===== src/rtl/st4_mem.sv =====
// st4_mem -- memory-access stage of the multi-cycle CPU.
//
// The stage captures the execute->memory bus on a start pulse. It runs one
// load or store over a request/ready data-memory port. It then presents a
// registered memory->write-back bus together with a one-cycle completion
// pulse.
//
// Ports
//   clk, rst       stage clock; asynchronous active-high reset
//   MEM_valid      one-cycle start pulse (ignored while busy)
//   EXE_MEM_bus_r  {is_load, is_store, sign_ext, size[1:0], store_data[31:0],
//                   exe_result[31:0], wen, wdest[4:0], pc[31:0]}
//   MEM_over       one-cycle completion pulse
//   MEM_WB_bus     {wen, wdest[4:0], mem_result[31:0], pc[31:0]}, registered
//   mem_misalign   registered, set when the last completed access was misaligned
//   dm_en          data-memory request
//   dm_wen         byte write enables (stores only)
//   dm_addr        word-aligned access address
//   dm_wdata       lane-replicated store data
//   dm_rdata       read word, valid while dm_ready=1
//   dm_ready       memory completion, sampled only while dm_en=1
//   MEM_pc         pc of the captured instruction
module st4_mem (
  input  logic         clk,
  input  logic         rst,
  input  logic         MEM_valid,
  input  logic [106:0] EXE_MEM_bus_r,
  output logic         MEM_over,
  output logic [69:0]  MEM_WB_bus,
  output logic         mem_misalign,
  output logic         dm_en,
  output logic [3:0]   dm_wen,
  output logic [31:0]  dm_addr,
  output logic [31:0]  dm_wdata,
  input  logic [31:0]  dm_rdata,
  input  logic         dm_ready,
  output logic [31:0]  MEM_pc
);

  typedef enum logic [1:0] {
    IDLE,
    ACCESS,
    DONE
  } state_t;

  state_t       state;
  logic [106:0] bus_q;
  logic [31:0]  rdata_q;
  logic         mis_q;

  // Fields of the incoming bus, used only to decide the first transition.
  logic        in_load;
  logic        in_store;
  logic [1:0]  in_size;
  logic [1:0]  in_alo;
  logic        in_mem;
  logic        in_mis;

  assign in_load  = EXE_MEM_bus_r[106];
  assign in_store = EXE_MEM_bus_r[105];
  assign in_size  = EXE_MEM_bus_r[103:102];
  assign in_alo   = EXE_MEM_bus_r[39:38];
  assign in_mem   = in_load | in_store;
  assign in_mis   = in_mem &
                    (((in_size == 2'b01) && in_alo[0]) ||
                     (in_size[1] && (in_alo != 2'b00)));

  // Fields of the captured bus.
  logic        q_load;
  logic        q_store;
  logic        q_sext;
  logic [1:0]  q_size;
  logic [31:0] q_sd;
  logic [31:0] q_exe;
  logic        q_wen;
  logic [4:0]  q_wdest;
  logic [31:0] q_pc;

  assign q_load  = bus_q[106];
  assign q_store = bus_q[105];
  assign q_sext  = bus_q[104];
  assign q_size  = bus_q[103:102];
  assign q_sd    = bus_q[101:70];
  assign q_exe   = bus_q[69:38];
  assign q_wen   = bus_q[37];
  assign q_wdest = bus_q[36:32];
  assign q_pc    = bus_q[31:0];

  // Load lane selection and extension from the latched read word.
  logic [7:0]  ld_byte;
  logic [15:0] ld_half;
  logic [31:0] ld_value;
  logic [31:0] mem_result;

  always_comb begin
    ld_byte = rdata_q[7:0];
    unique case (q_exe[1:0])
      2'd0: ld_byte = rdata_q[7:0];
      2'd1: ld_byte = rdata_q[15:8];
      2'd2: ld_byte = rdata_q[23:16];
      2'd3: ld_byte = rdata_q[31:24];
      default: ld_byte = rdata_q[7:0];
    endcase
    ld_half = q_exe[1] ? rdata_q[31:16] : rdata_q[15:0];

    if (q_size == 2'b00)
      ld_value = {{24{q_sext & ld_byte[7]}}, ld_byte};
    else if (q_size == 2'b01)
      ld_value = {{16{q_sext & ld_half[15]}}, ld_half};
    else
      ld_value = rdata_q;

    // A load wins over a store when both flags are set.
    if (mis_q)
      mem_result = '0;
    else if (q_load)
      mem_result = ld_value;
    else
      mem_result = q_exe;
  end

  // Store lane enables and data replication.
  logic [3:0]  st_wen;
  logic [31:0] st_wdata;

  always_comb begin
    if (q_size == 2'b00) begin
      st_wen   = 4'b0001 << q_exe[1:0];
      st_wdata = {4{q_sd[7:0]}};
    end else if (q_size == 2'b01) begin
      st_wen   = 4'b0011 << {q_exe[1], 1'b0};
      st_wdata = {2{q_sd[15:0]}};
    end else begin
      st_wen   = 4'hF;
      st_wdata = q_sd;
    end
  end

  always_ff @(posedge clk or posedge rst) begin
    if (rst) begin
      state        <= IDLE;
      bus_q        <= '0;
      rdata_q      <= '0;
      mis_q        <= 1'b0;
      MEM_WB_bus   <= '0;
      mem_misalign <= 1'b0;
    end else begin
      unique case (state)
        IDLE: begin
          if (MEM_valid) begin
            bus_q <= EXE_MEM_bus_r;
            mis_q <= in_mis;
            state <= (in_mem && !in_mis) ? ACCESS : DONE;
          end
        end
        ACCESS: begin
          if (dm_ready) begin
            rdata_q <= dm_rdata;
            state   <= DONE;
          end
        end
        DONE: begin
          MEM_WB_bus   <= {q_wen & ~mis_q, q_wdest, mem_result, q_pc};
          mem_misalign <= mis_q;
          state        <= IDLE;
        end
        default: state <= IDLE;
      endcase
    end
  end

  // These outputs decode directly from reset-cleared registers, so reset
  // clears them at once.
  assign MEM_over = (state == DONE);
  assign dm_en    = (state == ACCESS);
  assign dm_addr  = {q_exe[31:2], 2'b00};
  assign dm_wen   = (dm_en && q_store && !q_load) ? st_wen : 4'b0000;
  assign dm_wdata = st_wdata;
  assign MEM_pc   = q_pc;

endmodule


===== config.mk =====
export PLATFORM = sky130hd
export DESIGN_NAME = st4_mem
export DESIGN_NICKNAME = d
export VERILOG_FILES = /design/src/rtl/st4_mem.sv
export SDC_FILE = /design/constraint.sdc
export NUM_CORES = 1
export LEC_CHECK = 0
export ABC_AREA = 1
export CORE_UTILIZATION = 47
export DETAILED_ROUTE_END_ITERATION = 8
export GPL_ROUTABILITY_DRIVEN = 0
export PLACE_DENSITY = 0.89
export SETUP_SLACK_MARGIN = 0.2
export SYNTH_ARGS = -nofsm -noshare
export SYNTH_HDL_FRONTEND = slang
export SYNTH_SLANG_ARGS = --single-unit

===== constraint.sdc =====
create_clock -name clk -period 9.2 [get_ports clk]
set_input_delay 1.38 -clock clk [delete_from_list [all_inputs] [get_ports clk]]
set_output_delay 1.38 -clock clk [all_outputs]
set_load 0.02 [all_outputs]

==> impl_summary.txt <==
----------------------------------------------------
[Drt]
  Starting DRT DRC Count ... 582
  Routed wire length ... 28700 microns
  Drc violations ... 0
  Average routed wire per standard cell ... 16.3 microns
  Via/cell ratio ... 5.08
  Detail Route Antenna Nets ... 0
  First-pass detailed-route iteration total ... 8
  Vias post-DR ... 8978

[Global routing]
  First-pass GRT wire length ... 45400 microns
  Overall track demand over capacity in global routing ... 26.0%
  Number of antenna violations at the first check in global routing ... 2
  Vias in the first global route ... 8721
  Remaining global-route overflow ... 0
  Maximum number of pins on one net before global-route repair ... 132

[Floorplan]
  Number of placement rows ... 53
  Core Area ... 0.0210 sq mm
  Overall die height ... 149 microns
  Initial Util ... 48.0%
  Area of the die ... about 0.022 sq mm
  Horiz. Die Dim ... around 150 microns
  I/O pins ... 316

[Worst setup path]
  Category of the most critical setup path ... reg2out
  Endpoint kind of the worst setup timing path ... primary output
  Critical Path Source Type ... flip-flop
  Worst setup slack for register-to-register paths ... between 5 and 6 ns
  Highest fanout seen on the critical path ... 34
  Required @ worst endpoint ... 7.82 ns
  Data arrival time of the critical path ... 3.80 ns

[CTS]
  Gates resized, CTS repair ... 0
  Cts-stage hold buffer count ... 0
  Sinks on Clock Net ... about 210
  Worst-Skew Late Latency ... 0.51 ns
  Postcts setup bufs ... 0
  Clock tree from TritonCTS ... yes
  Clock transition time at the flip-flop clock pins of the worst setup and hold paths ... 0.06 ns
  Max H-tree Level ... 1
  TritonCTS Buffers ... 23
  Maximum clock insertion buffer count ... 3
  Root buffer cell ... clkbuf_16

[Placed design]
  Placed Cells ... 1725
  Worst setup timing slack at the placement stage ... 4.67 ns
  Port bufs ... 313
  Total half-perimeter wirelength after legalization and detailed placement ... between 15000 and 20000 microns
  Post-place instance area ... 0.0127 sq mm

[Power]
  Total power density per cell area ... 332 mW/mm^2
  Worst IR Drop VDD ... 0.204 mV
  Leakage power of the design ... 6.45 nW
  Total power after layout ... 4.47 mW

[Layout]
  Reg area ... between 0.005 and 0.006 sq mm
  Number of nets at the end of the flow ... about 1600
  Number of filler cells placed in the layout ... 1654
  Area occupied by multi-input gates ... between 0.003 and 0.004 sq mm
  Share of post-route cells with drive strength above 1 ... around 5.6%
  Finished Layout Cells ... ~1800
  Final Instance Area ... 0.0135 sq mm
  Most frequent cells in the layout ... 554 x nand2_1, 313 x clkdlybuf4s50_1, 213 x dfrtp_1
  End-of-flow core utilization ... 64.1%
  Area growth from synthesis to layout ... 33.4%
  Most common cell after layout, fill and taps aside ... nand2_1
  # diodes ... 0

[Synthesis]
  Number of warnings reported in the yosys synthesis log ... 0
  Portion of synthesized cell area occupied by the leading cell type ... a little over half
  Number of register bits inferred by synthesis ... around 210
  Instance count of the mapped netlist ... approximately 1300
  Top cell type by total area after synthesis ... dfrtp_1
  Number of distinct library cell variants in the gate-level netlist after synthesis ... 29
  Post-synthesis average cell area ... 7.94 sq um
  Netlist area before placement ... 0.0101 sq mm
  Area contributors post-synth ... dfrtp_1 53%, nand2_1 21%, o21ai_0 5.6%
  Fraction of the yosys area taken by sequential cells ... 52.8%

[Timing]
  # setup viols final ... 0
  Aggregate negative setup slack ... 0 ns
  Final hold violation count ... 0
  Final period utilization ... 56.3%
  Worst-Margin Slew ... approximately 1.2 ns
  Minimum hold slack ... 0.474 ns
  Final slew viol count ... 0
  Tmin final ... 5.18 ns
  Final Skew ... 0.0216 ns
  Max transition margin ... 19.6%
  Setup repair after global routing missed its margin ... no
  Peak Freq ... 193 MHz
  Setup slack of the critical path after layout ... between 4 and 5 ns

[Job]
  MaxCap Viol Count ... 0

[Min path]
  Path category of the worst min-delay check ... reg2reg

[Run status]
  Result of the run ... finished clean

----------------------------------------------------
==> final timing paths <==
path / cells after the start / start / endpoint
worst max-delay path: 6 / bus_q[103] / dm_wdata[29]
worst min-delay path: 2 / MEM_WB_bus[20] / MEM_WB_bus[20]
worst max register to register: 8 / bus_q[103] / MEM_WB_bus[43]
worst min register to register: 2 / MEM_WB_bus[20] / MEM_WB_bus[20]
max in group asynchronous: 3 / rst / MEM_WB_bus[18]
min in group asynchronous: 2 / rst / bus_q[2]
==> cells in the mapped netlist, drive strengths merged <==
cell type  count
clkbuf        36
clkinv         2
nand2        578
a21oi         43
o21ai        114
nand3         41
inv           80
nor2          40
or2            1
o211ai         8
nand4          7
conb           1
o21bai         1
o22ai          2
dfrtp        213
o21a           1
buf          104
==> report_power, final <==
group / internal, mW / switching, mW / leakage (nW)
logic: 0.831 / 1.15 / 3.43
clock network: 0.524 / 0.372 / 0.362
registers: 1.29 / 0.299 / 2.66
==> registers in the layout, indices dropped and copies added (netlist names) <==
name          flops
state             2
mem_misalign      1
mis_q             1
MEM_WB_bus       70
bus_q           107
rdata_q          32
==> cell families after synthesis <==
kind of cell / Yosys count / synth area share (%)
other cells: 1 / 0.0371
buf+inv: 222 / 11.9
simple gates: 667 / 26.5
flops: 213 / 52.8
compound gates: 169 / 8.76
==> cell type report <==
| cell class | count | area share, % |
|---|---|---|
| Clock buffer | 35 | 5.20 |
| Clock inverter | 6 | 0.288 |
| Inverter | 82 | 2.36 |
| Multi-Input combinational cell | 838 | 26.5 |
| Sequential cell | 213 | 39.6 |
| Tap cell | 275 | 2.55 |
| Timing Repair Buffer | 317 | 23.5 |
==> critical path, stage by stage, from the launching register on <==
cell and delay [ns]:
dfrtp_1 0.51, inv_2 0.48, nand2_1 0.56, inv_1 0.76
nand2_1 0.17, o211ai_1 0.15, clkdlybuf4s50_1 0.65
==> routing by layer <==
metal | GRT usage [%] | vias to the layer above | routed length [microns]
met5 | 0 | - | 13
met4 | 9.07 | 2 | 1000
met3 | 6.63 | 81 | 2640
met2 | 45.4 | 420 | 14000
met1 | 31.0 | 4185 | 11100
li1 | - | 4290 | -
Power figures use the tool's default switching activity.
